==> src/rtl/reminder_pkg.sv <==
// Shared types and helpers for the water-reminder countdown engine.
// Optional snooze support is selected with the REMINDER_SNOOZE_EN macro
// (see reminder_timer.sv); nothing here depends on it.
package reminder_pkg;

   typedef enum logic [1:0] {OFF, RUN, PAUSE, ALERT} state_t;

   localparam logic [1:0] MODE_OFF   = 2'b00;
   localparam logic [1:0] MODE_RUN   = 2'b01;
   localparam logic [1:0] MODE_PAUSE = 2'b10;
   localparam logic [1:0] MODE_TEST  = 2'b11;

   typedef logic [3:0] bcd_t;

   typedef struct packed {
      bcd_t tens;
      bcd_t ones;
   } bcd2_t;

   // Snooze reload length in minutes
   localparam int unsigned SNOOZE_MIN = 5;

   // Interval in minutes = step * (sel + 1), returned as two BCD digits
   function automatic bcd2_t interval_to_bcd(input logic [3:0] sel, input int unsigned step);
      int unsigned m;
      bcd2_t       r;
      m      = step * (32'(sel) + 32'd1);
      r.tens = 4'(m / 32'd10);
      r.ones = 4'(m % 32'd10);
      return r;
   endfunction

endpackage

==> src/rtl/reminder_timer_tick_divider.sv <==
// Dual-rate seconds divider: counts 0..DIV-1 and pulses sec_tick on the
// wrap cycle. DIV is TICK_DIV normally, TEST_DIV when fast is set.
// clear forces the count to 0, hold freezes it.
module tick_divider #(
   parameter int unsigned TICK_DIV = 50_000_000,
   parameter int unsigned TEST_DIV = 50_000
) (
   input  logic clk,
   input  logic rst_n,
   input  logic fast,
   input  logic hold,
   input  logic clear,
   output logic sec_tick
);

   localparam int unsigned MAX_DIV = (TICK_DIV > TEST_DIV) ? TICK_DIV : TEST_DIV;
   localparam int          CNT_W   = $clog2(MAX_DIV + 1);

   logic [CNT_W-1:0] cnt;
   logic [CNT_W-1:0] lim;
   logic             wrap;

   // A count already past the new limit (rate switched mid-second) wraps at once
   assign lim      = fast ? CNT_W'(TEST_DIV - 1) : CNT_W'(TICK_DIV - 1);
   assign wrap     = !clear && !hold && (cnt >= lim);
   assign sec_tick = wrap;

   // Counter: clear wins over hold, hold freezes, otherwise count and wrap
   always_ff @(posedge clk or negedge rst_n) begin
      if (!rst_n) begin
         cnt <= '0;
      end else if (clear) begin
         cnt <= '0;
      end else if (!hold) begin
         cnt <= wrap ? '0 : cnt + CNT_W'(1);
      end
   end

endmodule

==> src/rtl/reminder_timer.sv <==
// Water-reminder countdown engine. Drives BCD mm:ss remaining time, the alert
// flag and a saturating BCD drink counter to the VGA display stage.
// Build option: define REMINDER_SNOOZE_EN to add the snooze input, which in
// ALERT reloads SNOOZE_MIN minutes without counting a drink.
module reminder_timer
   import reminder_pkg::*;
#(
   parameter int unsigned TICK_DIV = 50_000_000,
   parameter int unsigned TEST_DIV = 50_000,
   parameter int unsigned STEP_MIN = 5
) (
   input  logic       CLOCK_50,
   input  logic       reset_n,
   input  logic [3:0] interval_sel,
   input  logic [1:0] mode,
   input  logic       ack,
`ifdef REMINDER_SNOOZE_EN
   input  logic       snooze,
`endif
   output logic [3:0] min_tens,
   output logic [3:0] min_ones,
   output logic [3:0] sec_tens,
   output logic [3:0] sec_ones,
   output logic       alert,
   output logic [3:0] drink_tens,
   output logic [3:0] drink_ones,
   output logic       sec_tick
);

   // Decrement a BCD mm:ss value by one second, borrowing through the digits
   function automatic logic [15:0] bcd_time_dec(input logic [15:0] t);
      logic [15:0] r;
      r = t;
      if (t[3:0] != 4'd0) begin
         r[3:0] = t[3:0] - 4'd1;
      end else begin
         r[3:0] = 4'd9;
         if (t[7:4] != 4'd0) begin
            r[7:4] = t[7:4] - 4'd1;
         end else begin
            r[7:4] = 4'd5;
            if (t[11:8] != 4'd0) begin
               r[11:8] = t[11:8] - 4'd1;
            end else begin
               r[11:8]  = 4'd9;
               r[15:12] = t[15:12] - 4'd1;
            end
         end
      end
      return r;
   endfunction

   // Two-digit BCD increment that sticks at 99
   function automatic bcd2_t drink_inc_sat(input bcd2_t d);
      bcd2_t r;
      r = d;
      if (d == 8'h99) begin
         r = d;
      end else if (d.ones == 4'd9) begin
         r.ones = 4'd0;
         r.tens = d.tens + 4'd1;
      end else begin
         r.ones = d.ones + 4'd1;
      end
      return r;
   endfunction

   localparam logic [15:0] SNOOZE_TIME = {4'(SNOOZE_MIN / 10), 4'(SNOOZE_MIN % 10), 8'h00};

   state_t      state;
   logic [15:0] time_q;
   logic        alert_q;
   bcd2_t       drinks;
   bcd2_t       ivl;
   logic        ack_p0, ack_p1, ack_p2;
   logic        ack_pulse;
   logic        run_en;
   logic        div_clear;
   logic        tick;

   assign ivl = interval_to_bcd(interval_sel, STEP_MIN);

   // ack synchronizer and rising-edge detect; pulse lands 2 cycles after ack rises
   always_ff @(posedge CLOCK_50 or negedge reset_n) begin
      if (!reset_n) begin
         ack_p0 <= 1'b0;
         ack_p1 <= 1'b0;
         ack_p2 <= 1'b0;
      end else begin
         ack_p0 <= ack;
         ack_p1 <= ack_p0;
         ack_p2 <= ack_p1;
      end
   end

   assign ack_pulse = ack_p1 & ~ack_p2;

`ifdef REMINDER_SNOOZE_EN
   logic snz_p0, snz_p1, snz_p2;
   logic snz_pulse;

   // snooze synchronizer and rising-edge detect, same timing as ack
   always_ff @(posedge CLOCK_50 or negedge reset_n) begin
      if (!reset_n) begin
         snz_p0 <= 1'b0;
         snz_p1 <= 1'b0;
         snz_p2 <= 1'b0;
      end else begin
         snz_p0 <= snooze;
         snz_p1 <= snz_p0;
         snz_p2 <= snz_p1;
      end
   end

   assign snz_pulse = snz_p1 & ~snz_p2;
`endif

   // Divider counts only in RUN; a mode-00 request in RUN freezes it for the exit cycle
   assign run_en    = (state == RUN) && (mode != MODE_OFF);
   assign div_clear = (state == OFF) || (state == ALERT);

   tick_divider #(
      .TICK_DIV (TICK_DIV),
      .TEST_DIV (TEST_DIV)
   ) u_div (
      .clk      (CLOCK_50),
      .rst_n    (reset_n),
      .fast     (mode == MODE_TEST),
      .hold     (!run_en),
      .clear    (div_clear),
      .sec_tick (tick)
   );

   // Main FSM: countdown, alert, acknowledge and drink counting
   always_ff @(posedge CLOCK_50 or negedge reset_n) begin
      if (!reset_n) begin
         state   <= OFF;
         time_q  <= 16'h0000;
         alert_q <= 1'b0;
         drinks  <= '0;
      end else begin
         case (state)
            OFF: begin
               time_q  <= {ivl, 8'h00};
               alert_q <= 1'b0;
               if (mode == MODE_RUN || mode == MODE_TEST) state <= RUN;
            end
            RUN: begin
               if (mode == MODE_OFF) begin
                  state <= OFF;
               end else begin
                  if (tick) time_q <= bcd_time_dec(time_q);
                  if (tick && time_q == 16'h0001) begin
                     state   <= ALERT;
                     alert_q <= 1'b1;
                  end else if (mode == MODE_PAUSE) begin
                     state <= PAUSE;
                  end
               end
            end
            PAUSE: begin
               if (mode == MODE_OFF) state <= OFF;
               else if (mode == MODE_RUN || mode == MODE_TEST) state <= RUN;
            end
            ALERT: begin
               if (mode == MODE_OFF) begin
                  state   <= OFF;
                  alert_q <= 1'b0;
               end else if (ack_pulse) begin
                  drinks  <= drink_inc_sat(drinks);
                  time_q  <= {ivl, 8'h00};
                  alert_q <= 1'b0;
                  state   <= RUN;
`ifdef REMINDER_SNOOZE_EN
               end else if (snz_pulse) begin
                  time_q  <= SNOOZE_TIME;
                  alert_q <= 1'b0;
                  state   <= RUN;
`endif
               end
            end
            default: state <= OFF;
         endcase
      end
   end

   // OFF shows the live interval so switch changes (and reset) appear immediately
   assign {min_tens, min_ones, sec_tens, sec_ones} = (state == OFF) ? {ivl, 8'h00} : time_q;
   assign alert      = alert_q;
   assign drink_tens = drinks.tens;
   assign drink_ones = drinks.ones;
   assign sec_tick   = tick;

endmodule

==> config.mk <==
export PLATFORM = sky130hd
export DESIGN_NAME = reminder_timer
export DESIGN_NICKNAME = d
export VERILOG_FILES = /design/src/rtl/reminder_pkg.sv /design/src/rtl/reminder_timer_tick_divider.sv /design/src/rtl/reminder_timer.sv
export SDC_FILE = /design/constraint.sdc
export NUM_CORES = 1
export LEC_CHECK = 0
export CAP_MARGIN = 20
export CORE_MARGIN = 2
export CORE_UTILIZATION = 31
export CTS_BUF_LIST = sky130_fd_sc_hd__clkbuf_4
export CTS_CLUSTER_DIAMETER = 60
export CTS_CLUSTER_SIZE = 40
export DETAILED_ROUTE_END_ITERATION = 16
export GPL_ROUTABILITY_DRIVEN = 1
export PLACE_DENSITY = 0.48
export SLEW_MARGIN = 25
export SYNTH_ARGS = -nofsm -noshare
export SYNTH_HDL_FRONTEND = slang
export SYNTH_HIERARCHICAL = 1
export SYNTH_SLANG_ARGS = --single-unit
==> constraint.sdc <==
create_clock -name CLOCK_50 -period 9 [get_ports CLOCK_50]
set_clock_uncertainty 0.15 [all_clocks]
set_input_delay 1.8 -clock CLOCK_50 [delete_from_list [all_inputs] [get_ports CLOCK_50]]
set_output_delay 1.8 -clock CLOCK_50 [all_outputs]
set_load 0.02 [all_outputs]
Word-level counts from Yosys, hierarchy flattened
Cells that the tools add are included.

Input bits: 9. Bits in registers: 56.

Eq/ne operators: 19. Bitwise gates (word level): 4. Add/subtract/negate cells: 8. Reductions and logical operators: 23. Multiplexer cells: 30. Divide/modulo/power cells: 2. Multipliers: 1. Magnitude comparators: 1.

Operators with widths (count): 2-to-1 mux 26 bit (4); 2-to-1 mux 16 bit (5); case mux 16 bit (3 select lines) (1); divider 32 x 4 -> 32 bit (second input constant) (1); modulo 32 x 4 -> 32 bit (second input constant) (1); adder 26 x 1 -> 26 bit (second input constant) (1); greater-or-equal comparator 26 bit (1); 2-to-1 mux 4 bit (5); equality test 16 x 1 -> 1 bit (second input constant) (1); subtractor 4 x 1 -> 4 bit (second input constant) (4); 2-to-1 mux 2 bit (7); != test 2 bit (second input constant) (7); 2-to-1 mux 12 bit (1); nonzero test 4 bit (3); AND reduction 5 bit (2); adder 4 x 1 -> 4 bit (second input constant) (2); equality test 2 bit (second input constant) (4); equality test 8 bit (second input constant) (1); multiplier 3 x 5 -> 8 bit (first input constant) (1); 2-to-1 mux 8 bit (1); case mux 2 bit (4 select lines) (1); AND reduction 4 bit (2); AND reduction 8 bit (1); AND reduction 7 bit (1); other kinds (18) (30).

Longest topological paths before layout
Gate-level depths: netlist of run 1.

Word-level depth: 9. Gate-level depth with buffers: 18.

Modules after synthesis
The synthesis of run 1 kept the hierarchy.

By module, submodules not included: reminder_timer (cells each 306, seq. area each 750.7 sq um, times used 1, area an instance 2568.7 sq um); tick_divider (cells each 199, seq. area each 650.6 sq um, times used 1, area an instance 1803.0 sq um).

Least setup slack after synthesis of run 1
OpenSTA, ideal clock, no wires.

Path kind: input to output. Start point: in interval_sel[0]. End point: out min_tens[1]. Slack: 1815 ps. Arrival time: 5235 ps. Path buffers: 1. Stages on the path: 17. Path through: ha_1 nand3_2 inv_2 buf_6 ha_1 ha_1 a211oi_4 nor2_1 xnor2_1 ha_1 and4b_1 a41oi_2 and4_4 nand3_1 a31oi_1 o22ai_2 a22oi_2.

Cells in the longest elaborated chain, start to end: 4.

RTL lines: start, declared (RTL line reminder_timer.sv:14) `input logic [3:0] interval_sel,`; adder 4 x 1 -> 5 bit (RTL line reminder_pkg.sv:27) `m = step * (32'(sel) + 32'd1);`; multiplier 3 x 5 -> 8 bit (RTL line reminder_pkg.sv:27); divider 32 x 4 -> 32 bit (RTL line reminder_pkg.sv:28) `r.tens = 4'(m / 32'd10);`; 2-to-1 mux 16 bit (RTL line reminder_timer.sv:188) `assign {min_tens, min_ones, sec_tens, sec_ones} = (state == OFF) ? {ivl, 8'h00} : time_q;`; end, declared (RTL line reminder_timer.sv:20) `output logic [3:0] min_tens,`.

Every way passes these cells.

Worst setup path after layout of run 1
Ends and elaborated chain as after synthesis.

==> flow_summary.html, run 1 <==
<table>
<tr><th>Metric</th><th>Value</th></tr>
<tr><th colspan="2">Yosys</th></tr>
<tr><td>Adder and majority gate portion of the synthesized area</td><td>9.62%</td></tr>
<tr><td>Main flop type after synthesis</td><td>dfrtp_1</td></tr>
<tr><td>Post-synthesis register bit count</td><td>56</td></tr>
<tr><td>Combinational family with the most area after synthesis</td><td>simple AND/OR/NAND/NOR gates</td></tr>
<tr><td>Share of cell area taken by muxes after synthesis</td><td>2.32%</td></tr>
<tr><td>Share of the synthesized area in the top cell type</td><td>32.1%</td></tr>
<tr><td>Netlist area before placement</td><td>4370 sq um</td></tr>
<tr><td>Post-synthesis cell type with the largest combined area</td><td>dfrtp_1</td></tr>
<tr><td>Area share of and/or/nand/nor cells after synthesis</td><td>26.0%</td></tr>
<tr><td>Syn_area_per_cell</td><td>8.66 sq um</td></tr>
<tr><td>Synthesized Nets</td><td>547</td></tr>
<tr><td>Fraction of the yosys area taken by sequential cells</td><td>32.1%</td></tr>
<tr><td>Number of warnings issued by yosys</td><td>6</td></tr>
<tr><td>Compound-gate portion of the synthesized area</td><td>23.3%</td></tr>
<tr><td>Post-synthesis cell count</td><td>505</td></tr>
<tr><td>Dominant cells by area after synthesis</td><td>dfrtp_1 (32%), ha_1 (9.2%), nand2_1 (5.1%)</td></tr>
<tr><td>Area share of xor/xnor cells in the synthesized design</td><td>2.20%</td></tr>
<tr><td>Number of library cell types mapped by synthesis</td><td>80</td></tr>
<tr><td>Count of flip-flops with a built-in enable after synthesis</td><td>0</td></tr>
<tr><td>Fraction of registers with async set/reset</td><td>100%</td></tr>
<tr><th colspan="2">Routing</th></tr>
<tr><td>Number of search-and-repair iterations in the first detailed-routing pass</td><td>4</td></tr>
<tr><td>Initial DRC Count</td><td>308</td></tr>
<tr><td>Antenna-violating nets left</td><td>0</td></tr>
<tr><td>Routed wire length per instance</td><td>14.7 um</td></tr>
<tr><td>WL final</td><td>10,500 um</td></tr>
<tr><td># DRC</td><td>0</td></tr>
<tr><td>Count of vias placed by the detailed router</td><td>3,852</td></tr>
<tr><td>Mean number of vias per cell</td><td>5.43</td></tr>
<tr><th colspan="2">Layout</th></tr>
<tr><td>Most frequent cells in the layout</td><td>nand2_1 (59), dfrtp_1 (56), nor2_1 (40), a21oi_1 (33), clkdlybuf4s50_1 (33)</td></tr>
<tr><td>Count of antenna diodes in the layout</td><td>0</td></tr>
<tr><td>Fraction of final layout cells with drive strength greater than 1</td><td>7.92%</td></tr>
<tr><td>Fin nets</td><td>571</td></tr>
<tr><td>Synth-to-Final Area Change</td><td>12.8%</td></tr>
<tr><td>Leading cell type in the layout, fill and taps excluded</td><td>nand2_1</td></tr>
<tr><td>Post-layout util</td><td>35.7%</td></tr>
<tr><th colspan="2">Clock tree</th></tr>
<tr><td>CTS sink count</td><td>56</td></tr>
<tr><td>Hold-fix buffers at CTS</td><td>0</td></tr>
<tr><td>Post-CTS setup buffer count</td><td>0</td></tr>
<tr><td>Total of cells resized after clock tree synthesis</td><td>0</td></tr>
<tr><td>Number of buffers between clock root and the deepest sink</td><td>2</td></tr>
<tr><td>Post-CTS clock slew at the launch and capture registers of the worst setup and hold paths</td><td>200 ps</td></tr>
<tr><td>TritonCTS clock tree</td><td>yes</td></tr>
<tr><td>Clock root cell</td><td>clkbuf_4</td></tr>
<tr><td>Number of H-tree levels</td><td>2</td></tr>
<tr><td>Number of clock buffers inserted by TritonCTS</td><td>5</td></tr>
<tr><td>Clock Latency Late Sink</td><td>430 ps</td></tr>
<tr><th colspan="2">Worst setup path</th></tr>
<tr><td>Startpoint of the lowest-slack register-to-register path</td><td>u_div/cnt[17]$_DFFE_PN0P_</td></tr>
<tr><td>Critical path endpoint category</td><td>output port</td></tr>
<tr><td>Setup slack on the worst flop-to-flop path</td><td>4830 ps</td></tr>
<tr><td>Critical Path, Cell by Cell</td><td>clkdlybuf4s50_1 &gt; inv_1 &gt; ha_1 &gt; ha_1 &gt; ha_1 &gt; fa_1 &gt; xor2_1 &gt; ha_1 &gt; and4b_1 &gt; a41oi_2 &gt; and4_4 &gt; nand3_1 &gt; a31oi_1 &gt; o22ai_2 &gt; a22oi_2 &gt; clkdlybuf4s50_1</td></tr>
<tr><td>WP depth</td><td>16</td></tr>
<tr><td>Critical-path top delay cell</td><td>clkdlybuf4s50_1</td></tr>
<tr><td>Cell family contributing the most delay on the critical path</td><td>adder cells</td></tr>
<tr><td>Worst Path Arrival</td><td>6720 ps</td></tr>
<tr><td>Worst setup path category</td><td>input pin to output port</td></tr>
<tr><td>Worst setup SP type</td><td>input pin</td></tr>
<tr><td>Critical path buffer and inverter count</td><td>3</td></tr>
<tr><td>Most frequent CP cell</td><td>ha_1</td></tr>
<tr><td>Critical Path RT</td><td>7050 ps</td></tr>
<tr><td>Worst-path fanout max</td><td>12</td></tr>
<tr><td>R2R depth</td><td>13</td></tr>
<tr><td>Terminus of the critical flop-to-flop path</td><td>time_q[9]$_DFFE_PN0P_</td></tr>
<tr><td>Max incr delay on CP</td><td>620 ps</td></tr>
<tr><th colspan="2">Floorplanning</th></tr>
<tr><td>Starting Density</td><td>31.6%</td></tr>
<tr><td>Die span in y</td><td>123 um</td></tr>
<tr><td>Cell Rows</td><td>43</td></tr>
<tr><td>Core area</td><td>13,800 sq um</td></tr>
<tr><td>Die Outline Area</td><td>15,100 sq um</td></tr>
<tr><td>IO Pins</td><td>35</td></tr>
<tr><td>Die Width</td><td>123 um</td></tr>
<tr><th colspan="2">GRT</th></tr>
<tr><td>Number of antenna violations at the first check in global routing</td><td>0</td></tr>
<tr><td>GRT met1 Usage</td><td>19.4%</td></tr>
<tr><td>Wire length of the first global-routing pass</td><td>17,700 um</td></tr>
<tr><td>Met3 Resource Use GR</td><td>2.23%</td></tr>
<tr><td>Via count of the first global-routing pass</td><td>3,742</td></tr>
<tr><td>Top Usage Layer GRT</td><td>met2</td></tr>
<tr><td>GR Overflow Total</td><td>0</td></tr>
<tr><td>Global routing met2 resource utilization</td><td>24.3%</td></tr>
<tr><td>Largest net degree at the start of global routing</td><td>57</td></tr>
<tr><td>All-layer global routing usage</td><td>14.6%</td></tr>
<tr><th colspan="2">STA</th></tr>
<tr><td>Maximum clock frequency</td><td>0.115 GHz</td></tr>
<tr><td>Final critical delay including setup and external delays</td><td>8670 ps</td></tr>
<tr><td>Max-slew headroom at the worst pin</td><td>44.2%</td></tr>
<tr><td>Max-slew violations</td><td>0</td></tr>
<tr><td>Period utilization</td><td>96.3%</td></tr>
<tr><td>Final count of hold timing violations</td><td>0</td></tr>
<tr><td>Finish-stage setup viols</td><td>0</td></tr>
<tr><td>Worst slew pin tran</td><td>838 ps</td></tr>
<tr><td>TNS Setup</td><td>0 ps</td></tr>
<tr><td>Unrepaired setup endpoints after global routing</td><td>false</td></tr>
<tr><th colspan="2">Worst hold path</th></tr>
<tr><td>Launch point of the worst hold path</td><td>ack_p0$_DFF_PN0_</td></tr>
<tr><td>Terminating pin of the worst hold path</td><td>ack_p1$_DFF_PN0_</td></tr>
<tr><td>Path type of the worst min-delay path</td><td>flip-flop to flip-flop</td></tr>
<tr><td>Worst Hold Depth</td><td>0</td></tr>
<tr><th colspan="2">Power</th></tr>
<tr><td>Total power divided by cell area</td><td>233 nW/um^2</td></tr>
<tr><td>P_leak</td><td>2.07 nW</td></tr>
<tr><td>Maximum ir drop on the vdd rail</td><td>83.0 uV</td></tr>
<tr><th colspan="2">Place</th></tr>
<tr><td>DPL Wire Length</td><td>7420 um</td></tr>
<tr><td>IO Port Bufs</td><td>34</td></tr>
<tr><td>GPL Wtd Cong</td><td>0.864</td></tr>
<tr><th colspan="2">Outcome</th></tr>
<tr><td>Outcome</td><td>finished, final reports clean</td></tr>
<tr><th colspan="2">Flow run</th></tr>
<tr><td>Count of maximum capacitance violations</td><td>0</td></tr>
</table>
-- state kept, by name (all words and copies together) (netlist names) --
name and cells:
drink_tens 4, ack_p1 1, ack_p2 1, alert 1
u_div/cnt 26, drink_ones 4, time_q 16, ack_p0 1
state 2
-- power by group --
| group | internal [mW] | switching (mW) |
|---|---|---|
| Sequential | 0.295 | 0.0506 |
| Clock | 0.0329 | 0.0970 |
| Combinational | 0.266 | 0.408 |
-- cell usage after synthesis, drive strengths merged, types with 3 or more instances --
cell type,instances
nand2,59
dfrtp,56
nor2,40
a21oi,35
nand3,33
ha,32
o21ai,29
inv,24
nor3,12
a21o,11
and3,11
clkbuf,11
nor2b,11
buf,10
nand4,10
mux2i,9
o311ai,8
xnor2,8
a22o,7
a31oi,7
or3,7
and4b,6
a211oi,5
nor4,4
o211ai,4
a221oi,3
a41oi,3
and2,3
and4,3
o21bai,3
or2,3
xor2,3
-- worst register-to-register path: stages, from the launching register on --
cell,delay [ps]
dfrtp_1,490
ha_1,330
nand4b_1,130
or4_1,430
a211oi_1,440
nor3_1,120
nor2_1,310
o21ai_0,150
nand2_1,90
nand3b_1,450
a21oi_2,460
nand2_1,240
o21ai_0,210
a22o_1,140
-- through the flow --
step           cell area (sq um)  power [mW]  setup WS (ps)  hold slack [ps]  std cells
4_1_cts                     4930        1.16            334              239        710
6_report                    4930        1.15            333              236        710
3_5_place_dp                4870        1.03            360              197        702
3_3_place_gp                4870        1.02            526              183        702
5_1_grt                     4930        1.26           7.29              262        710
2_1_floorplan               4370       0.828           1810              181        505
-- area by class of cell --
cell class / count / area (sq um)
tap: 180 / 225
inverter: 24 / 90.1
clock inverter: 3 / 27.5
clock buffer: 5 / 37.5
timing repair buffer: 38 / 365
fill: 1392 / 8900
multi-input combinational: 404 / 2780
sequential: 56 / 1400
-- worst max path at each step --
stage	slack, ps	end	from
finish	330	min_tens[1]	interval_sel[0]
global route	7	min_tens[1]	interval_sel[0]
CTS	330	min_tens[1]	interval_sel[0]
detailed placement	360	min_tens[1]	interval_sel[0]
global placement	530	min_tens[1]	interval_sel[0]
floorplan	1810	min_tens[1]	interval_sel[0]
-- kinds of logic after synthesis --
| kind of cell | count (synthesis) |
|---|---|
| buffers and inverters | 45 |
| flip-flops | 56 |
| multiplexers | 10 |
| XOR/XNOR | 11 |
| adder cells (fa/ha/maj) | 33 |
| AO/OA/AOI/OAI | 135 |
| AND/OR/NAND/NOR | 215 |
-- routing by layer --
metal	part of all wire [%]	vias to the layer above
met3	3.9	12
met2	47	85
met4	1.5	0
li1	-	1905
met1	48	1850
met5	0	-
Power figures use the tool's default switching activity.
==> inputs of run 2 (changes only) <==
--- a/config.mk
+++ b/config.mk
@@ -13,6 +13,7 @@
 export CTS_CLUSTER_SIZE = 40
 export DETAILED_ROUTE_END_ITERATION = 16
 export GPL_ROUTABILITY_DRIVEN = 1
+export GPL_TIMING_DRIVEN = 0
 export PLACE_DENSITY = 0.48
 export SLEW_MARGIN = 25
 export SYNTH_ARGS = -nofsm -noshare
==> run 2 against run 1 <==
  * Clock power hardly changed
  * Sequential power hardly changed
  * Final cell count is 2.5% higher
  * Worst hold slack worse by 4.1 ps
  * Non-clock buffer count is 18 higher
  * Sequential share of layout area is 0.59 points lower
  * Highest routed layer unchanged
  * Register-to-register slack better by 250 ps
  * First-iteration DRC count is 29% lower
  * Combinational power is 4.0% higher
  * Setup slack worse by 21 ps
  * Total power is 2.4% higher
==> flow_summary.html, run 2 (synthesis gave the netlist of run 1 again) <==
<table>
<tr><th>Metric</th><th>Value</th></tr>
<tr><th colspan="2">Layout</th></tr>
<tr><td>Leading cell type in the layout, fill and taps excluded</td><td>nand2_1</td></tr>
<tr><td>Post-layout util</td><td>36.4%</td></tr>
<tr><td>Fraction of final layout cells with drive strength greater than 1</td><td>9.12%</td></tr>
<tr><td>Max reg flops</td><td>26</td></tr>
<tr><td>Fin nets</td><td>589</td></tr>
<tr><td>Synth-to-Final Area Change</td><td>15.2%</td></tr>
<tr><td>Most frequent cells in the layout</td><td>nand2_1 (59), dfrtp_1 (56), nor2_1 (40), a21oi_1 (33), clkdlybuf4s50_1 (33)</td></tr>
<tr><td>Area taken by multi-input logic gates</td><td>2790 sq um</td></tr>
<tr><td>Register ranked first by flip-flop count</td><td>u_div/cnt</td></tr>
<tr><td>Largest registers ranked by flip-flop count</td><td>u_div/cnt x26, time_q x16</td></tr>
<tr><td>Count of antenna diodes in the layout</td><td>0</td></tr>
<tr><td>Sequential cell area in the final layout</td><td>1400 sq um</td></tr>
<tr><td>Number of fill cells in the layout</td><td>1,444</td></tr>
<tr><th colspan="2">Worst setup path</th></tr>
<tr><td>R2R depth</td><td>11</td></tr>
<tr><td>Worst setup path category</td><td>input pin to output port</td></tr>
<tr><td>Worst-path fanout max</td><td>10</td></tr>
<tr><td>Worst setup SP type</td><td>input pin</td></tr>
<tr><td>Setup slack on the worst flop-to-flop path</td><td>5080 ps</td></tr>
<tr><td>Critical Path RT</td><td>7050 ps</td></tr>
<tr><td>Terminus of the critical flop-to-flop path</td><td>state[1]$_DFFE_PN0P_</td></tr>
<tr><td>Worst Path Arrival</td><td>6740 ps</td></tr>
<tr><td>Startpoint of the lowest-slack register-to-register path</td><td>u_div/cnt[17]$_DFFE_PN0P_</td></tr>
<tr><td>Critical path endpoint category</td><td>output port</td></tr>
<tr><th colspan="2">Floorplanning</th></tr>
<tr><td>Die Outline Area</td><td>15,100 sq um</td></tr>
<tr><td>Core area</td><td>13,800 sq um</td></tr>
<tr><td>Die Width</td><td>123 um</td></tr>
<tr><td>Starting Density</td><td>31.6%</td></tr>
<tr><td>IO Pins</td><td>35</td></tr>
<tr><td>Die span in y</td><td>123 um</td></tr>
<tr><td>Cell Rows</td><td>43</td></tr>
<tr><th colspan="2">Clock tree</th></tr>
<tr><td>Number of buffers between clock root and the deepest sink</td><td>2</td></tr>
<tr><td>Post-CTS clock slew at the launch and capture registers of the worst setup and hold paths</td><td>190 ps</td></tr>
<tr><td>CTS sink count</td><td>56</td></tr>
<tr><td>Clock Latency Late Sink</td><td>430 ps</td></tr>
<tr><td>Number of H-tree levels</td><td>2</td></tr>
<tr><td>Number of clock buffers inserted by TritonCTS</td><td>5</td></tr>
<tr><td>TritonCTS clock tree</td><td>yes</td></tr>
<tr><td>Clock root cell</td><td>clkbuf_4</td></tr>
<tr><th colspan="2">Power</th></tr>
<tr><td>Internal power</td><td>0.602 mW</td></tr>
<tr><td>Switching portion of total power</td><td>48.8%</td></tr>
<tr><td>P_leak</td><td>2.12 nW</td></tr>
<tr><td>Comb pwr share</td><td>59.6%</td></tr>
<tr><td>Sequential share of power</td><td>29.4%</td></tr>
<tr><td>Maximum ir drop on the vdd rail</td><td>74.6 uV</td></tr>
<tr><td>Power share of the clock group</td><td>11.0%</td></tr>
<tr><td>Total power divided by cell area</td><td>234 nW/um^2</td></tr>
<tr><td>Switching power</td><td>0.574 mW</td></tr>
<tr><th colspan="2">STA</th></tr>
<tr><td>Period utilization</td><td>96.5%</td></tr>
<tr><td>Worst slew pin tran</td><td>649 ps</td></tr>
<tr><td>Unrepaired setup endpoints after global routing</td><td>false</td></tr>
<tr><td>Maximum clock frequency</td><td>0.115 GHz</td></tr>
<tr><td>Finish-stage setup viols</td><td>0</td></tr>
<tr><td>Max-slew violations</td><td>0</td></tr>
<tr><td>Final count of hold timing violations</td><td>0</td></tr>
<tr><td>Max-slew headroom at the worst pin</td><td>56.1%</td></tr>
<tr><td>TNS Setup</td><td>0 ps</td></tr>
<tr><td>Final critical delay including setup and external delays</td><td>8690 ps</td></tr>
<tr><th colspan="2">Routing</th></tr>
<tr><td>Initial DRC Count</td><td>218</td></tr>
<tr><td>Count of vias placed by the detailed router</td><td>3,920</td></tr>
<tr><td>Antenna-violating nets left</td><td>0</td></tr>
<tr><td>WL final</td><td>11,100 um</td></tr>
<tr><td>Number of search-and-repair iterations in the first detailed-routing pass</td><td>5</td></tr>
<tr><td># DRC</td><td>0</td></tr>
<tr><td>Mean number of vias per cell</td><td>5.38</td></tr>
<tr><td>Routed wire length per instance</td><td>15.3 um</td></tr>
<tr><th colspan="2">Worst hold path</th></tr>
<tr><td>Worst Hold Depth</td><td>0</td></tr>
<tr><td>Launch point of the worst hold path</td><td>ack_p0$_DFF_PN0_</td></tr>
<tr><td>Path type of the worst min-delay path</td><td>flip-flop to flip-flop</td></tr>
<tr><td>Terminating pin of the worst hold path</td><td>ack_p1$_DFF_PN0_</td></tr>
<tr><th colspan="2">GRT</th></tr>
<tr><td>Via count of the first global-routing pass</td><td>3,650</td></tr>
<tr><td>All-layer global routing usage</td><td>15.6%</td></tr>
<tr><td>GR Overflow Total</td><td>0</td></tr>
<tr><td>Wire length of the first global-routing pass</td><td>18,500 um</td></tr>
<tr><td>Largest net degree at the start of global routing</td><td>46</td></tr>
<tr><td>Number of antenna violations at the first check in global routing</td><td>0</td></tr>
<tr><th colspan="2">Place</th></tr>
<tr><td>GPL Wtd Cong</td><td>0.828</td></tr>
<tr><td>DPL Wire Length</td><td>8210 um</td></tr>
<tr><td>IO Port Bufs</td><td>34</td></tr>
<tr><th colspan="2">Outcome</th></tr>
<tr><td>Outcome</td><td>finished, final reports clean</td></tr>
<tr><th colspan="2">Flow run</th></tr>
<tr><td>Count of maximum capacitance violations</td><td>0</td></tr>
</table>
run 2: cell count changes in the layout (fill, tap and decap cells not counted), moves of 2 or more:
| cell | change |
|---|---|
| inv_6 | +2 |
| buf_6 | +2 |
| clkbuf_1 | +11 |
| buf_2 | +5 |
| buf_4 | -2 |
run 2: power groups by stage:
stage               clock, mW  sequential, mW  combinational, mW
floorplan                   0           0.343              0.485
global placement            0           0.350              0.695
finish                  0.129           0.346              0.701
CTS                     0.138           0.346              0.708
global route            0.145           0.355              0.785
detailed placement          0           0.351              0.704
run 2: per-layer routing:
metal | part of all wire (%) | GRT usage [%]
met5 | 0 | 0
met2 | 46 | 25.2
met1 | 50 | 21.5
met4 | 0.87 | 4.24
met3 | 2.8 | 2.51
run 2: critical path, cell delays in order:
cell	delay, ps
clkdlybuf4s50_1	580
ha_1	250
nand3_2	150
inv_2	130
buf_6	150
ha_1	270
ha_1	370
a211oi_4	380
nor2_1	130
xnor2_1	140
ha_1	370
and4b_1	240
a41oi_2	240
and4_4	290
nand3_1	80
a31oi_1	250
o22ai_2	130
a22oi_2	140
clkdlybuf4s50_1	620
run 2: how the worst max path moves through the flow:
stage | endpoint | slack [ps] | cells past startpoint | start
final | min_tens[1] | 310 | 19 | interval_sel[0]
after CTS | min_tens[1] | 170 | 17 | interval_sel[0]
after global placement | min_tens[1] | 220 | 17 | interval_sel[0]
after detailed placement | min_tens[1] | 150 | 17 | interval_sel[0]
after floorplan | min_tens[1] | 1810 | 17 | interval_sel[0]
after global routing | min_tens[1] | 0.3 | 19 | interval_sel[0]
run 2: final cells by class:
type                    count  share of cell area, %
flip-flops and latches     56                   27.8
well taps                 180                   4.47
multi-input cells         404                   55.3
clock inverters             3                  0.497
plain buffers              21                   2.09
repair buffers             35                   7.26
clock buffers               5                  0.746
inverters                  24                   1.79
run 2: repair_timing:
item	CTS	global route
gates resized for setup	0	2
buffers inserted	0	0
endpoints found under the setup margin	0	1
hold buffers	0	0
endpoints found under the hold margin	0	0
run 2: metrics by stage:
stage	total power, mW	hold slack [ps]	area [sq um]	worst slack [ps]	std cells
2_1_floorplan	0.828	181	4370	1810	505
3_3_place_gp	1.05	192	4940	217	719
3_5_place_dp	1.05	193	4960	150	720
4_1_cts	1.19	236	5020	166	728
5_1_grt	1.29	249	5030	0.291	728
6_report	1.18	232	5030	311	728
